**config.mk**
```make
export PLATFORM = sky130hd
export DESIGN_NAME = mfp_jtag_tap_master
export DESIGN_NICKNAME = d
export VERILOG_FILES = /design/src/rtl/mfp_jtag_tap_master.sv
export SDC_FILE = /design/constraint.sdc
export NUM_CORES = 1
export LEC_CHECK = 0
export BUFFER_PORTS_ARGS = -buffer_cell sky130_fd_sc_hd__buf_2
export CELL_PAD_IN_SITES_DETAIL_PLACEMENT = 2
export CELL_PAD_IN_SITES_GLOBAL_PLACEMENT = 2
export CORE_MARGIN = 1.5
export CORE_UTILIZATION = 30
export DETAILED_ROUTE_END_ITERATION = 6
export HOLD_SLACK_MARGIN = 0.06
export PLACE_DENSITY = 0.77
export SLEW_MARGIN = 10
export SYNTH_ARGS = -nofsm -noshare
export SYNTH_HDL_FRONTEND = slang
export SYNTH_SLANG_ARGS = --single-unit
```
**constraint.sdc**
```tcl
create_clock -name clk -period 3.29 [get_ports clk]
set_input_delay 0.4935 -clock clk [delete_from_list [all_inputs] [get_ports clk]]
set_output_delay 0.4935 -clock clk [all_outputs]
set_load 0.01 [all_outputs]
```
**src/rtl/mfp_jtag_tap_master.sv**
```systemverilog
// JTAG/EJTAG TAP initiator: turns IR/DR scan commands into TCK/TMS/TDI sequences.
// Optional MFP_JTAG_MASTER_TRST_EN drives TRST_N low at the start of every TLR sequence.
module mfp_jtag_tap_master #(
  parameter int CLK_DIV = 4,
  parameter int MAX_LEN = 32,
  parameter int LEN_W   = 6
) (
  input  logic               clk,
  input  logic               rst,
  input  logic               cmd_valid,
  output logic               cmd_ready,
  input  logic               cmd_tlr,
  input  logic               cmd_ir,
  input  logic [LEN_W-1:0]   cmd_len,
  input  logic [MAX_LEN-1:0] cmd_data,
  output logic               rsp_valid,
  input  logic               rsp_ready,
  output logic [MAX_LEN-1:0] rsp_data,
  output logic               tck_o,
  output logic               tms_o,
  output logic               tdi_o,
  output logic               trst_n_o,
  input  logic               tdo_i
);

  localparam int DIV_W = (CLK_DIV > 1) ? $clog2(CLK_DIV) : 1;
  localparam int IDX_W = (MAX_LEN > 1) ? $clog2(MAX_LEN) : 1;
  localparam logic [DIV_W-1:0] DIV_LAST = DIV_W'(CLK_DIV - 1);
  localparam logic [DIV_W-1:0] DIV_ONE  = DIV_W'(1);
  localparam logic [LEN_W-1:0] LEN_MAX  = LEN_W'(MAX_LEN);
  localparam logic [LEN_W-1:0] ONE      = LEN_W'(1);

  typedef enum logic [2:0] {
    S_TLR, S_IDLE, S_HDR, S_SHIFT, S_TAIL, S_RESP
  } state_t;

  state_t             state;
  state_t             nxt_state;
  logic [LEN_W-1:0]   idx;
  logic [LEN_W-1:0]   nxt_idx;
  logic [DIV_W-1:0]   div_cnt;
  logic [LEN_W-1:0]   len_q;
  logic [LEN_W-1:0]   len_c;
  logic [MAX_LEN-1:0] data_q;
  logic               ir_q;
  logic               tlr_q;
  logic               nxt_tms;
  logic               nxt_tdi;
  logic               accept;

  assign len_c  = (cmd_len > LEN_MAX) ? LEN_MAX : cmd_len;
  assign accept = (state == S_IDLE) && cmd_valid && cmd_ready;

  // Successor of the bit now ending, plus the TMS/TDI it needs.
  always_comb begin
    nxt_state = state;
    nxt_idx   = idx + ONE;
    unique case (state)
      S_TLR: if (idx == LEN_W'(5)) begin
        nxt_state = tlr_q ? S_RESP : S_IDLE;
        nxt_idx   = '0;
      end
      S_HDR: if (idx == (ir_q ? LEN_W'(3) : LEN_W'(2))) begin
        nxt_state = S_SHIFT;
        nxt_idx   = '0;
      end
      S_SHIFT: if (idx == len_q - ONE) begin
        nxt_state = S_TAIL;
        nxt_idx   = '0;
      end
      S_TAIL: if (idx == ONE) begin
        nxt_state = S_RESP;
        nxt_idx   = '0;
      end
      default: nxt_idx = idx;
    endcase
    nxt_tms = 1'b0;
    nxt_tdi = 1'b0;
    unique case (nxt_state)
      S_TLR:   nxt_tms = nxt_idx < LEN_W'(5);
      S_HDR:   nxt_tms = (nxt_idx == '0) || (ir_q && nxt_idx == ONE);
      S_SHIFT: begin
        nxt_tms = nxt_idx == len_q - ONE;
        nxt_tdi = data_q[nxt_idx[IDX_W-1:0]];
      end
      S_TAIL:  nxt_tms = nxt_idx == '0;
      default: ;
    endcase
  end

  always_ff @(posedge clk or posedge rst) begin
    if (rst) begin
      state     <= S_TLR;
      idx       <= '0;
      div_cnt   <= '0;
      tck_o     <= 1'b0;
      tms_o     <= 1'b1;
      tdi_o     <= 1'b0;
      cmd_ready <= 1'b0;
      rsp_valid <= 1'b0;
      rsp_data  <= '0;
      len_q     <= '0;
      data_q    <= '0;
      ir_q      <= 1'b0;
      tlr_q     <= 1'b0;
    end else begin
      unique case (state)
        S_IDLE: if (accept) begin
          cmd_ready <= 1'b0;
          rsp_data  <= '0;
          idx       <= '0;
          div_cnt   <= '0;
          tlr_q     <= cmd_tlr;
          ir_q      <= cmd_ir;
          len_q     <= len_c;
          data_q    <= cmd_data;
          if (cmd_tlr) begin
            state <= S_TLR;
            tms_o <= 1'b1;
          end else if (len_c == '0) begin
            state     <= S_RESP;
            rsp_valid <= 1'b1;
          end else begin
            state <= S_HDR;
            tms_o <= 1'b1;
          end
        end
        S_RESP: if (rsp_ready) begin
          rsp_valid <= 1'b0;
          cmd_ready <= 1'b1;
          state     <= S_IDLE;
        end
        default: begin
          if (div_cnt != DIV_LAST) begin
            div_cnt <= div_cnt + DIV_ONE;
          end else begin
            div_cnt <= '0;
            if (!tck_o) begin
              tck_o <= 1'b1;
              if (state == S_SHIFT) rsp_data[idx[IDX_W-1:0]] <= tdo_i;
            end else begin
              tck_o <= 1'b0;
              state <= nxt_state;
              idx   <= nxt_idx;
              tms_o <= nxt_tms;
              tdi_o <= nxt_tdi;
              if (nxt_state == S_IDLE) cmd_ready <= 1'b1;
              if (nxt_state == S_RESP) rsp_valid <= 1'b1;
            end
          end
        end
      endcase
    end
  end

`ifdef MFP_JTAG_MASTER_TRST_EN
  logic trst_q;

  // Low through the first TCK bit of each TLR sequence.
  always_ff @(posedge clk or posedge rst) begin
    if (rst) begin
      trst_q <= 1'b0;
    end else if (accept && cmd_tlr) begin
      trst_q <= 1'b0;
    end else if (state == S_TLR && tck_o && div_cnt == DIV_LAST) begin
      trst_q <= 1'b1;
    end
  end

  assign trst_n_o = trst_q;
`else
  assign trst_n_o = 1'b1;
`endif

endmodule

```
== After elaboration in Yosys (flattened, before gate mapping) ==
Cells that the tools add are included.
Word-level totals
  register bits after elaboration: 88
  bits of input ports: 45
  output and inout bits: 38
  word-level logic and storage cells: 134
Operators by class
  add/sub/neg operators: 3
  magnitude comparators: 5
  eq/ne operators: 25
  mux-type cells: 60
  bitwise logic cells: 3
  reduce and logical (&&, ||, !) cells: 25
Operators by type and width (count)
  32-bit 2-to-1 mux: 4
  32-bit case mux with 2 select lines: 1
  6-bit 2-to-1 mux: 8
  3-bit 2-to-1 mux: 11
  32-bit bitwise mux: 1
  6-bit case mux with 4 select lines: 1
  1-bit 2-to-1 mux: 22
  5-bit AND reduction: 3
  3-bit by 2-bit equality test with 1-bit output, second input constant: 4
  3-bit equality test, second input constant: 4
  6-bit by 1-bit equality test with 1-bit output, second input constant: 2
  6-bit equality test: 2
  6-bit logical NOT: 2
  5-bit by 6-bit < comparator with 1-bit output, second input constant: 2
  3-bit case mux with 4 select lines: 1
  6-bit case mux with 2 select lines: 1
  2-bit inequality test, second input constant: 5
  3-bit nonzero test: 3
  4-bit AND reduction: 2
  7-bit AND reduction: 1
  6-bit by 1-bit adder with 6-bit output, second input constant: 1
  3-bit by 1-bit equality test with 1-bit output, second input constant: 2
  6-bit by 2-bit equality test with 1-bit output: 1
  6-bit by 3-bit equality test with 1-bit output, second input constant: 1
  23 further kinds: 36

== Logic depth before layout (Yosys ltp) ==
Gate-level depths: netlist (run 1).
  depth in word-level cells: 11
  depth in mapped cells: 13
  depth with buffers taken out: 11

== Worst setup path before layout (run 1) ==
No wires, ideal clock.
  path kind: register -> register
  from: register len_q[0]
  to: register tdi_o
  library setup time: 126 ps
  data arrival time: 2912 ps
  required time: 3164 ps
  path slack: 252 ps
  stages on the path, launching flop included: 13
  buffers on the path: 1
  clock period less this slack: 3038 ps
  path through: dfrtp_1 inv_1 ha_1 nor3b_1 xnor2_1 o2111ai_1 a21o_1 buf_6 a21o_4 or3_4 o31a_1 o211a_1 a221o_1
On the way
  word-level cells in the longest chain between the ends: 7
  elaborated cells on any way between the ends: 10
  classes of those cells: 1 x add/sub; 2 x eq/ne; 7 x mux
Ends and longest elaborated chain
  start, declared: RTL line 42  | logic [LEN_W-1:0] len_q;
  start signal, assigned: RTL line 115  | len_q <= len_c;
  6-bit by 1-bit subtractor with 6-bit output (*): RTL line 67  | S_SHIFT: if (idx == len_q - ONE) begin
  6-bit equality test (*): RTL line 67
  6-bit 2-to-1 mux: RTL line 67
  6-bit case mux with 4 select lines: RTL line 58  | unique case (state)
  1-bit binary-select mux with 5-bit select: RTL line 84  | nxt_tdi = data_q[nxt_idx[IDX_W-1:0]];
  1-bit 2-to-1 mux (implied by the code): RTL line 84
  1-bit 2-to-1 mux (*): RTL line 79  | unique case (nxt_state)
  end signal, assigned: RTL line 146  | tdi_o <= nxt_tdi;
  end, declared: RTL line 21  | output logic tdi_o,
Mark *: on every way between the ends. The rest lies on a longest branch, timed or not. The select of a mux whose other input is x is not followed.
A chain may end at the register's enable or synchronous reset.

== Final worst setup path (run 1) ==
  from: register len_q[1]
  to: register tdi_o
The elaborated chain is that of the path after synthesis.

==> results of run 1 <==
## per-stage QoR
| step | hold WS, ps | TNS (ps) | instance area [µm²] |
|---|---|---|---|
| floorplan | 440 | 0 | 5080 |
| global placement | 463 | 0 | 5870 |
| detailed placement | 475 | -200 | 5870 |
| CTS | 282 | 0 | 6210 |
| global route | 299 | -13.4 | 6300 |
| finish | 252 | 0 | 6300 |
## cells by family (layout without fill, tap and decap cells)
logic type / Yosys count / in the layout / synth area share
and+or+nand+nor: 234 / 234 / 0.208
AOI/OAI and AO/OA: 199 / 199 / 0.242
DFF: 88 / 88 / 0.433
buffers and inverters: 52 / 148 / 0.0458
xor gates and xnor gates: 21 / 21 / 0.0391
muxes: 8 / 8 / 0.0162
adders and majority gates: 6 / 6 / 0.0148
other: 1 / 1 / 0.000737
## layout make-up
cell class | instances | area share
multi-input cells | 469 | 0.434
clock buffers | 10 | 0.0379
well taps | 220 | 0.0437
flip-flops and latches | 88 | 0.350
clock inverters | 6 | 0.0107
inverters | 13 | 0.00794
repair buffers | 119 | 0.116
## cell usage in the layout (no fill, tap or decap), types with 6 or more instances in the layout
| cell type | Yosys | routed |
|---|---|---|
| nand2_1 | 141 | 141 |
| o22ai_1 | 6 | 6 |
| o21ai_0 | 89 | 87 |
| dfrtp_1 | 87 | 85 |
| nor2_1 | 28 | 27 |
| nand3_1 | 12 | 12 |
| nand3b_1 | 6 | 6 |
| xor2_1 | 6 | 6 |
| buf_2 | 5 | 81 |
| a21oi_1 | 49 | 49 |
| and3_1 | 7 | 7 |
| xnor2_1 | 14 | 13 |
| buf_4 | 2 | 35 |
| and2_1 | 6 | 6 |
| nor3_1 | 7 | 7 |
| clkbuf_16 | 0 | 9 |
| inv_1 | 11 | 8 |
## state kept, by name (all words and copies together) (netlist names)
signal and flops:
data_q 32, rsp_data 32, idx 6, len_q 6
state 3, div_cnt 2, cmd_ready 1, ir_q 1
rsp_valid 1, tck_o 1, tdi_o 1, tlr_q 1
tms_o 1
## final timing paths
| kind | depth (start not counted) | startpoint | end |
|---|---|---|---|
| worst max-delay path | 12 | len_q[1]$_DFFE_PP0P_ | tdi_o$_DFFE_PP0P_ |
| worst min-delay path | 2 | rst | rsp_data[9]$_DFFE_PP0P_ |
| worst max register to register | 12 | len_q[1]$_DFFE_PP0P_ | tdi_o$_DFFE_PP0P_ |
| worst min register to register | 2 | data_q[11]$_DFFE_PP0P_ | data_q[11]$_DFFE_PP0P_ |
| max in group asynchronous | 3 | rst | tms_o$_DFFE_PP1P_ |
| min in group clk | 3 | cmd_data[28] | data_q[28]$_DFFE_PP0P_ |
## worst max-delay path, stage by stage, from the launching register on
cell and delay, ps:
dfrtp_1 420, inv_2 90, ha_4 140, xor3_1 230
nor3_2 240, o2111ai_2 170, buf_12 180, a21o_1 220
a21o_4 250, or3_4 400, o31a_1 290, o211a_1 120
a221o_1 280
## repair_timing
action / CTS / global route
hold endpoints to repair: 0 / 0
pin swaps: 1 / 3
setup endpoints to repair: 2 / 1
resized for setup: 4 / 16
setup buffers: 2 / 4
## power by group
group          switching, mW  internal (mW)
clock                  0.473          0.612
combinational         0.0352         0.0230
sequential                 0           1.08
## layer usage
layer | wire [µm] | share of wire | track usage
met5 | 0 | 0 | 0
met4 | 248 | 0.013 | 0.0562
met3 | 518 | 0.027 | 0.0312
met2 | 9760 | 0.52 | 0.392
met1 | 8350 | 0.44 | 0.278
==> impl_metrics.csv, run 1 <==
group,metric,value,unit
global_route,grt_pass1_wl,30400,µm
logic_synthesis,syn_area_per_cell,8.35,µm²
place,gp_congestion,0.883,
floorplan,coreArea,16600,µm²
worst_setup_path,cp-start-kind,"flop",
logic_synthesis,synthCells,609,
sta,fin_crit,3170,ps
worst_setup_path,arrival,3410,ps
sta,fmax,0.315,GHz
floorplan,dieArea,17700,µm²
detailed_routing,drc_errors,0,
logic_synthesis,synth_warnings,0,
place,dpl.hpwl,13700,µm
sta,skew,5.78,ps
power_and_ir_drop,vdd_drop_max,0.194,mV
power_and_ir_drop,p_leak,3.06,nW
sta,timing.final.crit_share,0.964,
final_layout,layout.area.seq,2210,µm²
place,numPlacedInstances,903,
place,post-place-ws,-200,ps
logic_synthesis,synth_top_area_frac,0.428,
worst_setup_path,crit_path_end_kind,"flop",
logic_synthesis,synth-edff-count,0,
logic_synthesis,synth_cell_types,70,
final_layout,areaGrowthSynthToFinish,23.9,%
clock_network,cts-root-buf,"clkbuf_16",
power_and_ir_drop,power.total,2.23,mW
worst_setup_path,cp_max_fo,8,
place,io_buffers,81,
logic_synthesis,synth_seq_area_share,0.433,
logic_synthesis,synth_nets,660,
logic_synthesis,netlist_area,5080,µm²
final_layout,n_antenna_cell,0,
floorplan,pin_count,83,
worst_setup_path,reg2reg_slack,120,ps
detailed_routing,drt_iter0_drc,267,
logic_synthesis,ys_top_cells_by_count,"nand2_1 (141), o21ai_0 (89), dfrtp_1 (87)",
floorplan,die-width,133,µm
final_layout,nets,751,
logic_synthesis,synth_area_leader_cell,"dfrtp_1",
clock_network,cts_made_buffers,9,
detailed_routing,via_per_inst,5.34,
logic_synthesis,synth_seq_cells,88,
clock_network,cts.sinks,88,
flow_run,maxCapViolCount,0,
floorplan,start_util,0.307,
detailed_routing,wl,18900,µm
logic_synthesis,yosysMostFrequentCell,"nand2_1",
worst_setup_path,criticalPathCategory,"flop to flop",
detailed_routing,postRouteAntennaNets,0,
clock_network,clk_latency,360,ps
outcome,status,"finished, final reports clean",
final_layout,drive_gt1_frac,0.238,
clock_network,clk_path_buf_depth,2,
worst_hold_path,worstHoldPathType,"input port to asynchronous set/reset pin",
sta,finalHoldViolCount,0,
global_route,track_usage,0.219,
worst_setup_path,crit_required,3530,ps
clock_network,cts_tree,"built",
sta,max-slew-margin-rel,0.423,
logic_synthesis,synth_area_leaders,"dfrtp_1 (43%), nand2_1 (10%), o21ai_0 (8.8%), a21oi_1 (4.8%), xnor2_1 (2.4%)",
detailed_routing,wl_per_cell,20.4,µm
sta,tightest_slew,860,ps
clock_network,ctsHtreeMaxLevel,3,
floorplan,die_h,133,µm
logic_synthesis,ys_async_sr_fraction,1.00,
clock_network,cts.hold.buffers_added,0,
power_and_ir_drop,p_per_area,353,nW/µm²
final_layout,multi_input_area,2740,µm²
sta,fin_ws,120,ps
detailed_routing,drtPass1Iterations,4,
global_route,antenna_found_initial,0,
detailed_routing,vias,4942,
floorplan,row_count,47,
global_route,grt-ovfl-total,0,
final_layout,fin_cells,925,
logic_synthesis,synthFlopType,"dfrtp_1",
final_layout,fillers,1926,
clock_network,cts.reportedPaths.clkPinSlew,70,ps
final_layout,final_util,0.380,
sta,setup_viol,0,
global_route,grt_pass1_vias,5402,
global_route,grt_max_degree,49,
sta,slew_violations,0,
No activity file was read; power rests on OpenSTA's default activity.
==> run 2, diff against run 1 <==
- GPL_TIMING_DRIVEN: default -> 1
- RECOVER_POWER: default -> 50
==> impl_metrics.csv, run 2 (same netlist as run 1, synthesis figures left out) <==
group,metric,value,unit
worst_hold_path,hold_path_end,"data_q[28]$_DFFE_PP0P_",
worst_setup_path,criticalPathCategory,"flop to flop",
worst_setup_path,cp_max_fo,8,
place,dpl-instance-area,5870,µm²
place,io_buffers,81,
sta,finalHoldViolCount,0,
sta,slew_violations,42,
worst_hold_path,worstHoldPathType,"input port to flop",
sta,setup_tns,0,ps
clock_network,ctsHtreeMaxLevel,3,
detailed_routing,wl,18900,µm
sta,tightest_slew,1970,ps
global_route,use_met1,0.278,
worst_setup_path,reg2reg_slack,120,ps
clock_network,clk_latency,360,ps
detailed_routing,postRouteAntennaNets,0,
floorplan,coreArea,16600,µm²
global_route,grt-ovfl-total,0,
global_route,track_usage,0.219,
global_route,antenna_found_initial,0,
final_layout,final_cell_mix,"nand2_1 (141), o21ai_0 (87), dfrtp_1 (85)",
outcome,status,"complete, but fails checks",
final_layout,areaGrowthSynthToFinish,23.2,%
floorplan,row_count,47,
sta,fin_crit,3170,ps
final_layout,nets,751,
clock_network,cts_tree,"built",
global_route,grt_busiest_layer,"met2",
power_and_ir_drop,vdd_drop_max,0.194,mV
global_route,grt_pass1_wl,30400,µm
flow_run,maxCapViolCount,1,
outcome,violations,"max-capacitance violations, max-slew violations",
detailed_routing,drt_iter0_drc,272,
worst_setup_path,worstReg2RegStart,"len_q[1]$_DFFE_PP0P_",
clock_network,cts.sinks,88,
worst_setup_path,crit_required,3530,ps
clock_network,cts.reportedPaths.clkPinSlew,70,ps
sta,fmax,0.315,GHz
sta,fin_ws,119,ps
sta,skew,7.00,ps
worst_setup_path,cp-start-kind,"flop",
final_layout,reg_top3,"data_q: 32 flops, rsp_data: 32 flops",
power_and_ir_drop,p_leak,2.98,nW
clock_network,cts-root-buf,"clkbuf_16",
final_layout,final_area,6260,µm²
final_layout,n_antenna_cell,0,
place,post-place-ws,-200,ps
global_route,use_met3,0.0312,
sta,max-slew-margin-rel,-0.318,
detailed_routing,vias,4962,
sta,setup_viol,0,
detailed_routing,via_per_inst,5.36,
worst_hold_path,whs_path_depth,3,
place,dpl.hpwl,13700,µm
clock_network,cts_made_buffers,9,
global_route,grt_max_degree,49,
worst_setup_path,r2r_cells,12,
worst_setup_path,crit_path_end_kind,"flop",
detailed_routing,drtPass1Iterations,4,
final_layout,mostFrequentLayoutCell,"nand2_1",
floorplan,die-width,133,µm
final_layout,final_util,0.378,
detailed_routing,wl_per_cell,20.4,µm
floorplan,pin_count,83,
clock_network,clk_path_buf_depth,2,
place,gp_congestion,0.883,
worst_hold_path,hp-start,"cmd_data[28]",
final_layout,drive_gt1_frac,0.214,
power_and_ir_drop,power.total,2.22,mW
floorplan,dieArea,17700,µm²
floorplan,start_util,0.307,
floorplan,die_h,133,µm
global_route,use_met2,0.392,
global_route,grt_pass1_vias,5402,
worst_setup_path,r2r_end,"tdi_o$_DFFE_PP0P_",
power_and_ir_drop,p_per_area,355,nW/µm²
sta,timing.final.crit_share,0.964,
worst_setup_path,arrival,3410,ps
detailed_routing,drc_errors,0,
-- run 2: cell count changes in the layout (fill, tap and decap cells not counted) --
cell	before	now
buf_2	81	64
buf_12	3	2
clkinv_2	2	1
clkbuf_1	0	17
clkinvlp_2	0	1
clkbuf_2	0	1
-- run 2: per-stage QoR --
stage / cells / hold slack [ps]
floorplan: 609 / 440
detailed placement: 903 / 475
global route: 925 / 335
global placement: 903 / 463
CTS: 921 / 282
finish: 925 / 324
-- run 2: power by group --
group,internal [mW],switching [mW]
Clock,0.612,0.473
Sequential,1.08,0
Combinational,0.0209,0.0347
Total,1.71,0.508
-- run 2: routing by layer --
metal / part of all wire / up-vias
met5: 0 / -
met1: 0.45 / 2534
met3: 0.024 / 19
met2: 0.52 / 84
li1: - / 2325
met4: 0.013 / 0
-- run 2: cell type report --
type,instances,area [µm²]
sequential,88,2210
inverter,13,50.0
fill,1926,10300
multi-input combinational,469,2740
tap,220,275
clock inverter,6,67.6
clock buffer,10,239
timing repair buffer,119,692
-- run 2: timing repair --
action,in CTS,in global routing
cloned,0,0
buffers inserted,2,4
pin swaps,1,3
gates resized for setup,4,16
hold buffers,0,0
setup endpoints to repair,2,1
-- run 2: worst max-delay path by stage --
stage | startpoint | endpoint | slack [ps] | cells after the start
4_1_cts | len_q[1]$_DFFE_PP0P_ | tdi_o$_DFFE_PP0P_ | 30 | 12
3_5_place_dp | len_q[1]$_DFFE_PP0P_ | tdi_o$_DFFE_PP0P_ | -200 | 13
3_3_place_gp | len_q[1]$_DFFE_PP0P_ | tdi_o$_DFFE_PP0P_ | 60 | 11
2_1_floorplan | len_q[0]$_DFFE_PP0P_ | tdi_o$_DFFE_PP0P_ | 250 | 12
6_report | len_q[1]$_DFFE_PP0P_ | tdi_o$_DFFE_PP0P_ | 120 | 12
5_1_grt | idx[1]$_DFFE_PP0P_ | tdi_o$_DFFE_PP0P_ | -10 | 12
-- run 2: critical path: stages, from the launching register on --
cell	delay [ps]
dfrtp_1	420
inv_2	90
ha_4	140
xor3_1	230
nor3_2	240
o2111ai_2	170
buf_12	180
a21o_1	220
a21o_4	250
or3_4	400
o31a_1	290
o211a_1	120
a221o_1	280
